===== src/rtl/mem_request_arbiter.sv =====
// Shared memory port arbiter: instruction prefetch FIFO plus data load/store,
// with PC redirect discard and a halt drain into an absorbing idle state.
module mem_request_arbiter #(
  parameter int WORD_W     = 32,
  parameter int ADDR_W     = 32,
  parameter int IBUF_DEPTH = 4,
  parameter int DPRIO      = 1
) (
  input  logic              CLK,
  input  logic              RST,
  input  logic              redirect,
  input  logic [ADDR_W-1:0] redirect_addr,
  output logic              instr_valid,
  output logic [WORD_W-1:0] instr,
  output logic [ADDR_W-1:0] instr_pc,
  input  logic              instr_pop,
  input  logic              dreq_ren,
  input  logic              dreq_wen,
  input  logic [ADDR_W-1:0] dreq_addr,
  input  logic [WORD_W-1:0] dreq_wdata,
  output logic              dresp_done,
  output logic [WORD_W-1:0] dresp_rdata,
  input  logic              halt,
  output logic              halted,
  output logic              mem_ren,
  output logic              mem_wen,
  output logic [ADDR_W-1:0] mem_addr,
  output logic [WORD_W-1:0] mem_wdata,
  input  logic [WORD_W-1:0] mem_rdata,
  input  logic              mem_ready
);

  localparam int PW = $clog2(IBUF_DEPTH);
  localparam int CW = PW + 1;
  localparam logic [CW-1:0]     DEPTH_C = CW'(IBUF_DEPTH);
  localparam logic [ADDR_W-1:0] STEP    = ADDR_W'(WORD_W / 8);

  typedef enum logic [1:0] {S_IDLE, S_FETCH, S_DATA, S_HALTED} state_e;

  state_e            state_q, state_d;
  logic [ADDR_W-1:0] fetch_pc_q, fetch_pc_d;
  logic [ADDR_W-1:0] maddr_q, maddr_d;
  logic              dwen_q, dwen_d;
  logic [WORD_W-1:0] dwdata_q, dwdata_d;
  logic              drop_q, drop_d;
  logic              halt_q, halt_d;
  logic              done_q, done_d;
  logic [WORD_W-1:0] rdata_q, rdata_d;
  logic [CW-1:0]     count_q, count_d;
  logic [PW-1:0]     wptr_q, wptr_d, rptr_q, rptr_d;
  logic [WORD_W-1:0] ibuf_q [IBUF_DEPTH];
  logic [ADDR_W-1:0] ipc_q  [IBUF_DEPTH];

  logic push, pop, redir_eff, d_elig, f_elig;

  always_comb begin
    state_d    = state_q;
    fetch_pc_d = fetch_pc_q;
    maddr_d    = maddr_q;
    dwen_d     = dwen_q;
    dwdata_d   = dwdata_q;
    drop_d     = drop_q;
    halt_d     = halt_q | halt;
    done_d     = 1'b0;
    rdata_d    = rdata_q;
    push       = 1'b0;

    // Once halted, redirects are dead but the FIFO can still be drained.
    redir_eff = redirect && (state_q != S_HALTED);
    pop       = instr_pop && (count_q != '0) && !redir_eff;
    d_elig    = (dreq_ren || dreq_wen) && !done_q;
    f_elig    = !halt_q && (redir_eff || (count_q < DEPTH_C));

    if (redir_eff) fetch_pc_d = redirect_addr;

    case (state_q)
      S_IDLE: begin
        if (d_elig && ((DPRIO != 0) || !f_elig)) begin
          state_d  = S_DATA;
          maddr_d  = dreq_addr;
          dwen_d   = dreq_wen;
          dwdata_d = dreq_wdata;
        end else if (f_elig) begin
          state_d = S_FETCH;
          maddr_d = redir_eff ? redirect_addr : fetch_pc_q;
        end else if (halt_q) begin
          state_d = S_HALTED;
        end
      end
      S_FETCH: begin
        if (mem_ready) begin
          if (!drop_q && !redir_eff) begin
            push       = 1'b1;
            fetch_pc_d = maddr_q + STEP;
          end
          drop_d  = 1'b0;
          state_d = S_IDLE;
        end else if (redir_eff) begin
          drop_d = 1'b1;
        end
      end
      S_DATA: begin
        if (mem_ready) begin
          if (!dwen_q) rdata_d = mem_rdata;
          done_d  = 1'b1;
          state_d = S_IDLE;
        end
      end
      default: ;
    endcase

    if (redir_eff) begin
      count_d = '0;
      wptr_d  = '0;
      rptr_d  = '0;
    end else begin
      count_d = count_q + CW'(push) - CW'(pop);
      wptr_d  = wptr_q + PW'(push);
      rptr_d  = rptr_q + PW'(pop);
    end
  end

  always_ff @(posedge CLK or posedge RST) begin
    if (RST) begin
      state_q    <= S_IDLE;
      fetch_pc_q <= '0;
      maddr_q    <= '0;
      dwen_q     <= 1'b0;
      dwdata_q   <= '0;
      drop_q     <= 1'b0;
      halt_q     <= 1'b0;
      done_q     <= 1'b0;
      rdata_q    <= '0;
      count_q    <= '0;
      wptr_q     <= '0;
      rptr_q     <= '0;
      for (int i = 0; i < IBUF_DEPTH; i++) begin
        ibuf_q[i] <= '0;
        ipc_q[i]  <= '0;
      end
    end else begin
      state_q    <= state_d;
      fetch_pc_q <= fetch_pc_d;
      maddr_q    <= maddr_d;
      dwen_q     <= dwen_d;
      dwdata_q   <= dwdata_d;
      drop_q     <= drop_d;
      halt_q     <= halt_d;
      done_q     <= done_d;
      rdata_q    <= rdata_d;
      count_q    <= count_d;
      wptr_q     <= wptr_d;
      rptr_q     <= rptr_d;
      if (push) begin
        ibuf_q[wptr_q] <= mem_rdata;
        ipc_q[wptr_q]  <= maddr_q;
      end
    end
  end

  // Port strobes come only from state and the address/data latched at issue.
  assign mem_ren     = (state_q == S_FETCH) || ((state_q == S_DATA) && !dwen_q);
  assign mem_wen     = (state_q == S_DATA) && dwen_q;
  assign mem_addr    = ((state_q == S_FETCH) || (state_q == S_DATA)) ? maddr_q : '0;
  assign mem_wdata   = ((state_q == S_DATA) && dwen_q) ? dwdata_q : '0;
  assign instr_valid = (count_q != '0);
  assign instr       = ibuf_q[rptr_q];
  assign instr_pc    = ipc_q[rptr_q];
  assign dresp_done  = done_q;
  assign dresp_rdata = rdata_q;
  assign halted      = (state_q == S_HALTED);

endmodule


===== config.mk =====
export PLATFORM = sky130hd
export DESIGN_NAME = mem_request_arbiter
export DESIGN_NICKNAME = d
export VERILOG_FILES = /design/src/rtl/mem_request_arbiter.sv
export SDC_FILE = /design/constraint.sdc
export NUM_CORES = 1
export LEC_CHECK = 0
export ABC_AREA = 1
export CORE_MARGIN = 5
export CORE_UTILIZATION = 49
export DETAILED_ROUTE_END_ITERATION = 10
export PLACE_DENSITY = 0.77
export SYNTH_ARGS = -nofsm -noshare
export SYNTH_HDL_FRONTEND = slang
export SYNTH_SLANG_ARGS = --single-unit

===== constraint.sdc =====
create_clock -name CLK -period 12.15 [get_ports CLK]
set_input_delay 1.215 -clock CLK [delete_from_list [all_inputs] [get_ports CLK]]
set_output_delay 1.215 -clock CLK [all_outputs]
set_load 0.02 [all_outputs]

==> results.py, run 1 <==
metrics = {
    "sta": {
        "finalCriticalPeriod_ns": 4.83,
        "whs_ns": 0.480,
        "maxSlewViolCount": 0,
        "finalSetupViolations": 0,
        "worst_pin_slew_ns": 1.22,
        "finalCritPeriodShare_pct": 39.7,
        "fmaxAchievable_mhz": 207,
        "rsz0062_at_grt": "no",
        "finalSetupTns_ns": 0,
        "hold_viol_final": 0,
        "skew_ns": 0.0117,
        "layout_setup_ws_ns": 7.32,
        "relSlewSlack_pct": 18.7,
    },
    "drt": {
        "ant_nets": 0,
        "wl_per_cell_um": 17.5,
        "via_count": 16100,
        "drcViolationCount": 0,
        "wl_mm": 50.9,
        "drt_iter0_markers": 1229,
        "routed_via_density": 5.51,
        "dr.pass1.iters": 5,
    },
    "floorplan": {
        "start_util_pct": 49.7,
        "num_io_pins": 301,
        "core-area_sq_um": 36600,
        "rows": 70,
        "die_x_um": 203,
        "dieArea_sq_um": 41100,
        "die_h_um": 203,
    },
    "setup_path": {
        "path_delay_family": "buffers and inverters",
        "startpoint_type": "register",
        "path_class": "reg2out",
        "crit_path_max_incr_delay_ns": 0.75,
        "end_kind": "output pin",
        "arrival_ns": 3.61,
        "worstPathCellList": "inv_4 > buf_4 > o21ai_0 > o22ai_1 > clkdlybuf4s50_1",
        "slowest_stage": "buf_4",
        "worstPathMaxFanout": 88,
        "crit_buf_inv": 3,
        "required_ns": 10.93,
    },
    "grt": {
        "antenna_found_initial": 0,
        "grt-ovfl-total": 0,
        "grt_start_max_net_pins": 157,
        "grt_pass1_wl_mm": 83.2,
        "grt_pass1_vias": 16200,
        "grt_use_total_pct": 24.5,
    },
    "clock_tree": {
        "clock_sinks": 397,
        "ctsHoldBuffers": 0,
        "clkTransAtPathRegs_ns": 0.06,
        "htree_levels": 2,
        "clkLatencyLatePin_ns": 0.53,
        "cts_tree": "built",
        "numCtsBuffers": 42,
        "post_cts_resized": 0,
        "postCtsSetupRepairBufs": 0,
        "clock_path_buffers": 3,
        "root_buffer": "clkbuf_16",
    },
    "synth": {
        "synth_area_sq_um": 18200,
        "synthesis.instances": 2202,
        "ys_seq_area_share_pct": 54.6,
        "yosys.area.top_type": "dfrtp_1",
        "yosys_warnings": 0,
        "postSynthAreaPerCell_sq_um": 8.26,
        "ys.flop_type": "dfrtp_1",
        "yosys-top-cells-area": "dfrtp_1, nand2_1, o21ai_1",
        "synth.most_common_cell": "nand2_1",
        "synth_edf_count": 0,
        "synth_nets": 2348,
        "ys_ff_latch": 397,
        "synth_top_cells_by_count": "nand2_1, dfrtp_1, o21ai_1",
        "ys_types": 37,
        "yosys.area.top_type_share_pct": 54.6,
        "async_reset_ff_share_pct": 100,
    },
    "finish": {
        "antenna_cells": 0,
        "final_util_pct": 62.1,
        "drive_above_1_share_pct": 4.74,
        "area_growth_pct": 25.1,
        "finalNetCount": 2561,
    },
    "power": {
        "internal_power_mw": 3.50,
        "irDropWorstVdd_v": 0.000163,
        "p_comb_share_pct": 44.0,
        "power_switching_mw": 2.28,
        "power_density_nw_per_um2": 254,
        "p_clk_share_pct": 23.6,
        "power_mw": 5.79,
        "switching_share_pct": 39.5,
        "seq_power_share_pct": 32.4,
        "leakagePower_nw": 10.7,
    },
    "place": {
        "gp_congestion": 0.876,
        "post-place-ws_ns": 7.76,
        "dp_hpwl_mm": 32.3,
        "io_buffers": 300,
    },
    "worst_hold_path": {
        "hp-class": "reg2reg",
    },
    "run_status": {
        "status": "completed",
    },
    "job": {
        "max_cap_violations": 0,
    },
}
## per-layer routing
metal	global-route usage (%)	up-vias	part of all wire (%)
met3	5.13	67	7.8
met5	0	-	0
met4	6.45	0	1.9
li1	-	7631	-
met2	39.2	630	46
met1	34.3	7723	44
## placed cells by master, fill, tap and decap left out, types with 9 or more instances in the layout
cell               n
xor2_1             9
dfrtp_1          395
a31oi_1            9
clkdlybuf4s50_1  300
inv_1            163
clkbuf_8          11
o21ai_0          207
buf_4             13
o22ai_1           64
ha_1               9
nand2_1          524
nand3_1           52
o211ai_1          33
clkbuf_1           9
nor2_1           239
a21oi_1           37
o21ai_1          265
clkbuf_16         45
## final timing paths
path	from	endpoint	slack, ns	cells after the start
worst max register to register	state_q[0]	count_q[2]	8.75	13
worst max-delay path	rptr_q[0]	instr_pc[0]	7.32	5
worst min register to register	dresp_rdata[20]	dresp_rdata[20]	0.48	2
worst min-delay path	dresp_rdata[20]	dresp_rdata[20]	0.48	2
min in group asynchronous	RST	dresp_rdata[24]	1.20	2
max in group asynchronous	RST	dwdata_q[13]	8.88	4
## final cells by class
cell class | instances | area (sq um)
fill | 3105 | 13900
clock buffer | 65 | 1310
clock inverter | 9 | 174
multi-input combinational | 1489 | 6960
tap | 468 | 586
timing repair buffer | 314 | 3120
sequential | 397 | 9940
inverter | 171 | 648
## logic make-up after synthesis
logic type                 after synthesis  share of synthesized area, %
AOI/OAI and AO/OA                      620                          18.2
and+or+nand+nor                        847                          18.5
xor gates and xnor gates                11                         0.530
DFF                                    397                          54.6
muxes                                    1                        0.0619
buffers and inverters                  316                          7.36
adders and majority gates               10                         0.729
## worst register-to-register path, stage by stage, from the launching register on
cell and delay (ns):
dfrtp_1 0.41, ha_1 0.23, inv_2 0.07, nand2_4 0.35, nand2_4 0.14, nor2_8 0.38, inv_2 0.41, ha_1 0.41
inv_1 0.06, ha_1 0.13, inv_1 0.05, fa_1 0.37, and3_1 0.18, nor3_1 0.13
## through the flow
step	instance area (sq um)	cells
2_1_floorplan	18200	2202
3_3_place_gp	21300	2839
3_5_place_dp	21300	2839
4_1_cts	22700	2913
5_1_grt	22700	2913
6_report	22700	2913
## power groups by stage
stage / clock network [mW] / registers (mW) / logic (mW)
after floorplan: 0 / 1.88 / 1.45
after global placement: 0 / 1.88 / 2.50
after detailed placement: 0 / 1.89 / 2.54
after CTS: 1.38 / 1.87 / 2.56
after global routing: 1.44 / 1.92 / 2.79
final: 1.36 / 1.88 / 2.54
## flip-flops by register name (all words and copies together) (netlist names)
signal / count
ibuf_q: 128
ipc_q: 128
dresp_rdata: 32
dwdata_q: 32
fetch_pc_q: 32
maddr_q: 32
count_q: 3
rptr_q: 2
state_q: 2
wptr_q: 2
dresp_done: 1
drop_q: 1
dwen_q: 1
halt_q: 1
Note: power is estimated with default switching activity, not from simulation.
==> run 2: changes to the inputs <==
==> constraint.sdc (replaced) <==
create_clock -name CLK -period 4.3 [get_ports CLK]
set_input_delay 0.43 -clock CLK [delete_from_list [all_inputs] [get_ports CLK]]
set_output_delay 0.43 -clock CLK [all_outputs]
set_load 0.02 [all_outputs]
==> run 2 against run 1 <==
Combinational power increased to 2.8 times the previous value. Critical path depth decreased by 1. Global-route usage increased by 0.13 points. Non-clock buffer count increased by 13. Via count increased by 1.9%. First-iteration DRC count increased by 30%. Critical path type unchanged. Largest power group unchanged.
==> results.py, run 2 (synthesized netlist as in run 1, its figures left out) <==
metrics = {
    "power": {
        "power_mw": 16.2,
        "p_comb_share_pct": 44.5,
        "power_switching_mw": 6.49,
        "seq_power_share_pct": 32.7,
        "p_clk_share_pct": 22.7,
        "leakagePower_nw": 10.7,
        "irDropWorstVdd_v": 0.000489,
        "internal_power_mw": 9.74,
        "switching_share_pct": 40.0,
        "power_density_nw_per_um2": 711,
    },
    "clock_tree": {
        "cts_tree": "built",
        "numCtsBuffers": 43,
        "clkLatencyLatePin_ns": 0.54,
        "clock_sinks": 397,
        "htree_levels": 2,
        "ctsHoldBuffers": 0,
        "clock_path_buffers": 3,
        "clkTransAtPathRegs_ns": 0.06,
        "postCtsSetupRepairBufs": 0,
        "post_cts_resized": 0,
        "root_buffer": "clkbuf_16",
    },
    "setup_path": {
        "path_class": "reg2out",
        "timing.rr.start": "state_q[0]",
        "end_kind": "output pin",
        "required_ns": 3.87,
        "cp_num_cells": 4,
        "worstPathMaxFanout": 89,
        "rr_worst_depth": 9,
        "r2r_end": "ibuf_q[118]",
        "arrival_ns": 3.28,
        "startpoint_type": "register",
        "worstPathCellList": "buf_4 > o21ai_0 > o22ai_1 > clkdlybuf4s50_1",
        "cp-startpoint": "rptr_q[0]",
        "setup.worst_path.end": "instr[1]",
        "crit_buf_inv": 2,
        "r2r_slack_ns": 1.49,
        "slowest_stage": "buf_4",
        "crit_path_max_incr_delay_ns": 0.80,
        "path_delay_family": "buffers and inverters",
    },
    "job": {
        "max_cap_violations": 0,
    },
    "floorplan": {
        "start_util_pct": 49.7,
        "core-area_sq_um": 36600,
        "die_x_um": 203,
        "rows": 70,
        "dieArea_sq_um": 41100,
        "die_h_um": 203,
        "num_io_pins": 301,
    },
    "sta": {
        "finalSetupTns_ns": 0,
        "finalSetupViolations": 0,
        "maxSlewViolCount": 0,
        "hold_viol_final": 0,
        "skew_ns": 0.0169,
        "fmaxAchievable_mhz": 269,
        "relSlewSlack_pct": 17.2,
        "worst_pin_slew_ns": 1.24,
        "finalCriticalPeriod_ns": 3.71,
        "rsz0062_at_grt": "no",
        "finalCritPeriodShare_pct": 86.4,
        "whs_ns": 0.449,
    },
    "drt": {
        "via_count": 16300,
        "wl_per_cell_um": 17.6,
        "routed_via_density": 5.58,
        "dr.pass1.iters": 6,
        "wl_mm": 51.7,
        "drcViolationCount": 0,
        "drt_iter0_markers": 1597,
        "ant_nets": 0,
    },
    "finish": {
        "area_growth_pct": 25.5,
        "layout_common_cells": "nand2_1, dfrtp_1, clkdlybuf4s50_1",
        "finalNetCount": 2575,
        "antenna_cells": 0,
        "drive_above_1_share_pct": 5.28,
        "fin_cells": 2929,
        "top_regs": "ibuf_q: 128 flops, ipc_q: 128 flops",
        "layout_commonest_cell": "nand2_1",
    },
    "grt": {
        "grt_pass1_wl_mm": 83.9,
        "grt_start_max_net_pins": 90,
        "grt-ovfl-total": 0,
        "antenna_found_initial": 0,
        "grt_pass1_vias": 16200,
        "grt_use_total_pct": 24.6,
    },
    "place": {
        "dp.cells": 2852,
        "gp_congestion": 0.928,
        "dp_hpwl_mm": 33.9,
        "io_buffers": 300,
    },
    "run_status": {
        "status": "completed",
    },
    "worst_hold_path": {
        "hp-class": "in2async",
    },
}
-- run 2: stage by stage --
step / area (sq um) / worst slack (ns) / util (%)
floorplan: 18200 / -1.47 / -
global placement: 21400 / 1.26 / 58.4
detailed placement: 21400 / 1.24 / 58.4
CTS: 22800 / 0.660 / 62.3
global route: 22800 / 0.426 / 62.3
finish: 22800 / 0.587 / 62.3
-- run 2: cell type report --
cell class                 instances  area [sq um]
clock buffer                      70          1360
tap                              468           586
sequential                       397          9940
multi-input combinational       1489          6960
timing repair buffer             327          3260
inverter                         171           648
clock inverter                     7          70.1
fill                            3023         13800
-- run 2: worst min-delay path by stage --
| stage | cells past startpoint | slack, ns | end |
|---|---|---|---|
| 6_report | 2 | 0.45 | ibuf_q[91] |
| 5_1_grt | 2 | 0.45 | halt_q |
| 4_1_cts | 2 | 0.44 | halt_q |
| 3_5_place_dp | 1 | 0.46 | halt_q |
| 3_3_place_gp | 1 | 0.46 | halt_q |
| 2_1_floorplan | 1 | 0.44 | halt_q |
-- run 2: layer usage --
| layer | up-vias | track usage, % | wire length (um) |
|---|---|---|---|
| met5 | - | 0 | 0 |
| met3 | 92 | 5.45 | 4290 |
| met1 | 7865 | 34.2 | 22600 |
| li1 | 7663 | - | - |
| met2 | 728 | 39.3 | 23500 |
| met4 | 0 | 6.96 | 1260 |
-- run 2: power by group through the flow --
stage / Sequential [mW] / Combinational, mW / Clock [mW]
floorplan: 5.32 / 4.11 / 0
global placement: 5.31 / 7.07 / 0
detailed placement: 5.35 / 7.18 / 0
CTS: 5.30 / 7.24 / 3.74
global route: 5.42 / 7.84 / 3.89
finish: 5.32 / 7.23 / 3.69
==> run 3: changes to the inputs <==
--- a/config.mk
+++ b/config.mk
@@ -9,7 +9,7 @@
 export CORE_MARGIN = 5
 export CORE_UTILIZATION = 49
 export DETAILED_ROUTE_END_ITERATION = 10
-export PLACE_DENSITY = 0.77
+export PLACE_DENSITY = 0.76
 export SYNTH_ARGS = -nofsm -noshare
 export SYNTH_HDL_FRONTEND = slang
 export SYNTH_SLANG_ARGS = --single-unit
==> run 3 against run 2 <==
Register-to-register slack improved by 0.15 ns. Combinational power decreased by 0.8%. Count of clock-buffer cells in the layout decreased by 4. Final area decreased by 0.37%. Wire length decreased by 3.1%. Hold slack improved by 0.0059 ns. Maximum frequency increased by 0.14%. Critical path type unchanged. Sequential share of layout area increased by 0.16 points.
==> results.py, run 3 (synthesized netlist as in run 1, its figures left out) <==
metrics = {
    "run_status": {
        "status": "completed",
    },
    "grt": {
        "grt_pass1_vias": 15800,
        "grt-ovfl-total": 0,
        "antenna_found_initial": 0,
        "grt_pass1_wl_mm": 82.2,
        "grt_use_total_pct": 24.2,
        "grt_start_max_net_pins": 92,
    },
    "clock_tree": {
        "numCtsBuffers": 42,
        "cts_tree": "built",
        "clkTransAtPathRegs_ns": 0.05,
        "clock_path_buffers": 3,
        "clock_sinks": 397,
        "ctsHoldBuffers": 0,
        "root_buffer": "clkbuf_16",
        "clkLatencyLatePin_ns": 0.55,
        "htree_levels": 2,
        "postCtsSetupRepairBufs": 0,
        "post_cts_resized": 0,
    },
    "finish": {
        "layout_commonest_cell": "nand2_1",
        "top_regs": "ibuf_q: 128 flops, ipc_q: 128 flops",
        "area_growth_pct": 25.0,
        "finalNetCount": 2576,
        "antenna_cells": 0,
        "layout_common_cells": "nand2_1, dfrtp_1, clkdlybuf4s50_1",
        "drive_above_1_share_pct": 5.04,
    },
    "floorplan": {
        "start_util_pct": 49.7,
        "die_h_um": 203,
        "rows": 70,
        "die_x_um": 203,
        "num_io_pins": 301,
        "dieArea_sq_um": 41100,
        "core-area_sq_um": 36600,
    },
    "place": {
        "gp_congestion": 0.897,
        "io_buffers": 300,
        "dp_hpwl_mm": 32.9,
    },
    "sta": {
        "maxSlewViolCount": 0,
        "skew_ns": 0.0121,
        "finalSetupViolations": 0,
        "relSlewSlack_pct": 25.5,
        "rsz0062_at_grt": "no",
        "fmaxAchievable_mhz": 270,
        "hold_viol_final": 0,
        "finalCritPeriodShare_pct": 86.2,
        "worst_pin_slew_ns": 1.12,
        "finalSetupTns_ns": 0,
        "finalCriticalPeriod_ns": 3.71,
        "whs_ns": 0.455,
    },
    "setup_path": {
        "worstPathMaxFanout": 84,
        "path_class": "reg2out",
        "end_kind": "output pin",
        "rr_worst_depth": 13,
        "slowest_stage": "buf_4",
        "worstPathCellList": "buf_4 > o21ai_0 > o22ai_1 > clkdlybuf4s50_1",
        "startpoint_type": "register",
        "r2r_end": "count_q[2]",
        "cp-startpoint": "rptr_q[0]",
        "setup.worst_path.end": "instr_pc[30]",
        "r2r_slack_ns": 1.64,
        "arrival_ns": 3.28,
        "crit_path_max_incr_delay_ns": 0.76,
        "required_ns": 3.87,
        "timing.rr.start": "state_q[1]",
    },
    "drt": {
        "dr.pass1.iters": 6,
        "ant_nets": 0,
        "drt_iter0_markers": 1242,
        "wl_mm": 50.1,
        "drcViolationCount": 0,
        "wl_per_cell_um": 17.1,
        "via_count": 16000,
        "routed_via_density": 5.46,
    },
    "worst_hold_path": {
        "hp-class": "in2reg",
    },
    "power": {
        "power_density_nw_per_um2": 703,
        "power_mw": 16.0,
        "leakagePower_nw": 10.7,
        "irDropWorstVdd_v": 0.000479,
    },
    "job": {
        "max_cap_violations": 0,
    },
}
==> run 3: stage by stage <==
step / area (sq um) / setup WS, ns / util, % / std cells
floorplan: 18200 / -1.47 / - / 2202
global placement: 21400 / 1.21 / 58.5 / 2854
detailed placement: 21400 / 1.20 / 58.5 / 2854
CTS: 22700 / 0.606 / 62.1 / 2926
global route: 22700 / 0.373 / 62.1 / 2926
finish: 22700 / 0.592 / 62.1 / 2926
==> run 3: worst min path at each step <==
| stage | endpoint | cells past startpoint | from | slack (ns) |
|---|---|---|---|---|
| 6_report | halt_q | 2 | halt | 0.46 |
| 5_1_grt | halt_q | 2 | halt | 0.44 |
| 4_1_cts | halt_q | 2 | halt | 0.43 |
| 3_5_place_dp | halt_q | 1 | halt_q | 0.46 |
| 3_3_place_gp | halt_q | 1 | halt_q | 0.45 |
| 2_1_floorplan | halt_q | 1 | halt_q | 0.44 |
==> run 3: critical path, delay by kind of cell, from the launching register on <==
family / cells / cell delay, ns
AOI/OAI and AO/OA: 2 / 0.51
DFF: 1 / 0.75
buffers and inverters: 2 / 1.43
==> run 3: cell type report <==
cell class,instances,area [sq um]
fill,3085,13900
sequential,397,9940
multi-input combinational,1489,6960
timing repair buffer,329,3270
clock buffer,66,1270
inverter,171,648
tap,468,586
clock inverter,6,55.1
==> run 3: metal layers <==
| metal | GRT usage [%] | up-vias | share of wire [%] |
|---|---|---|---|
| met5 | 0 | - | 0 |
| met4 | 6.04 | 0 | 2.0 |
| met3 | 4.81 | 68 | 7.4 |
| met2 | 38.3 | 619 | 46 |
| met1 | 34.7 | 7628 | 45 |
| li1 | - | 7669 | - |
==> run 3: where the power goes <==
group          switching (mW)  total, mW  leakage [nW]  internal [mW]
logic                    4.32       7.17          4.83           2.85
registers               0.623       5.30          5.20           4.67
clock network            1.43       3.51         0.655           2.08
total                    6.37       16.0          10.7           9.61
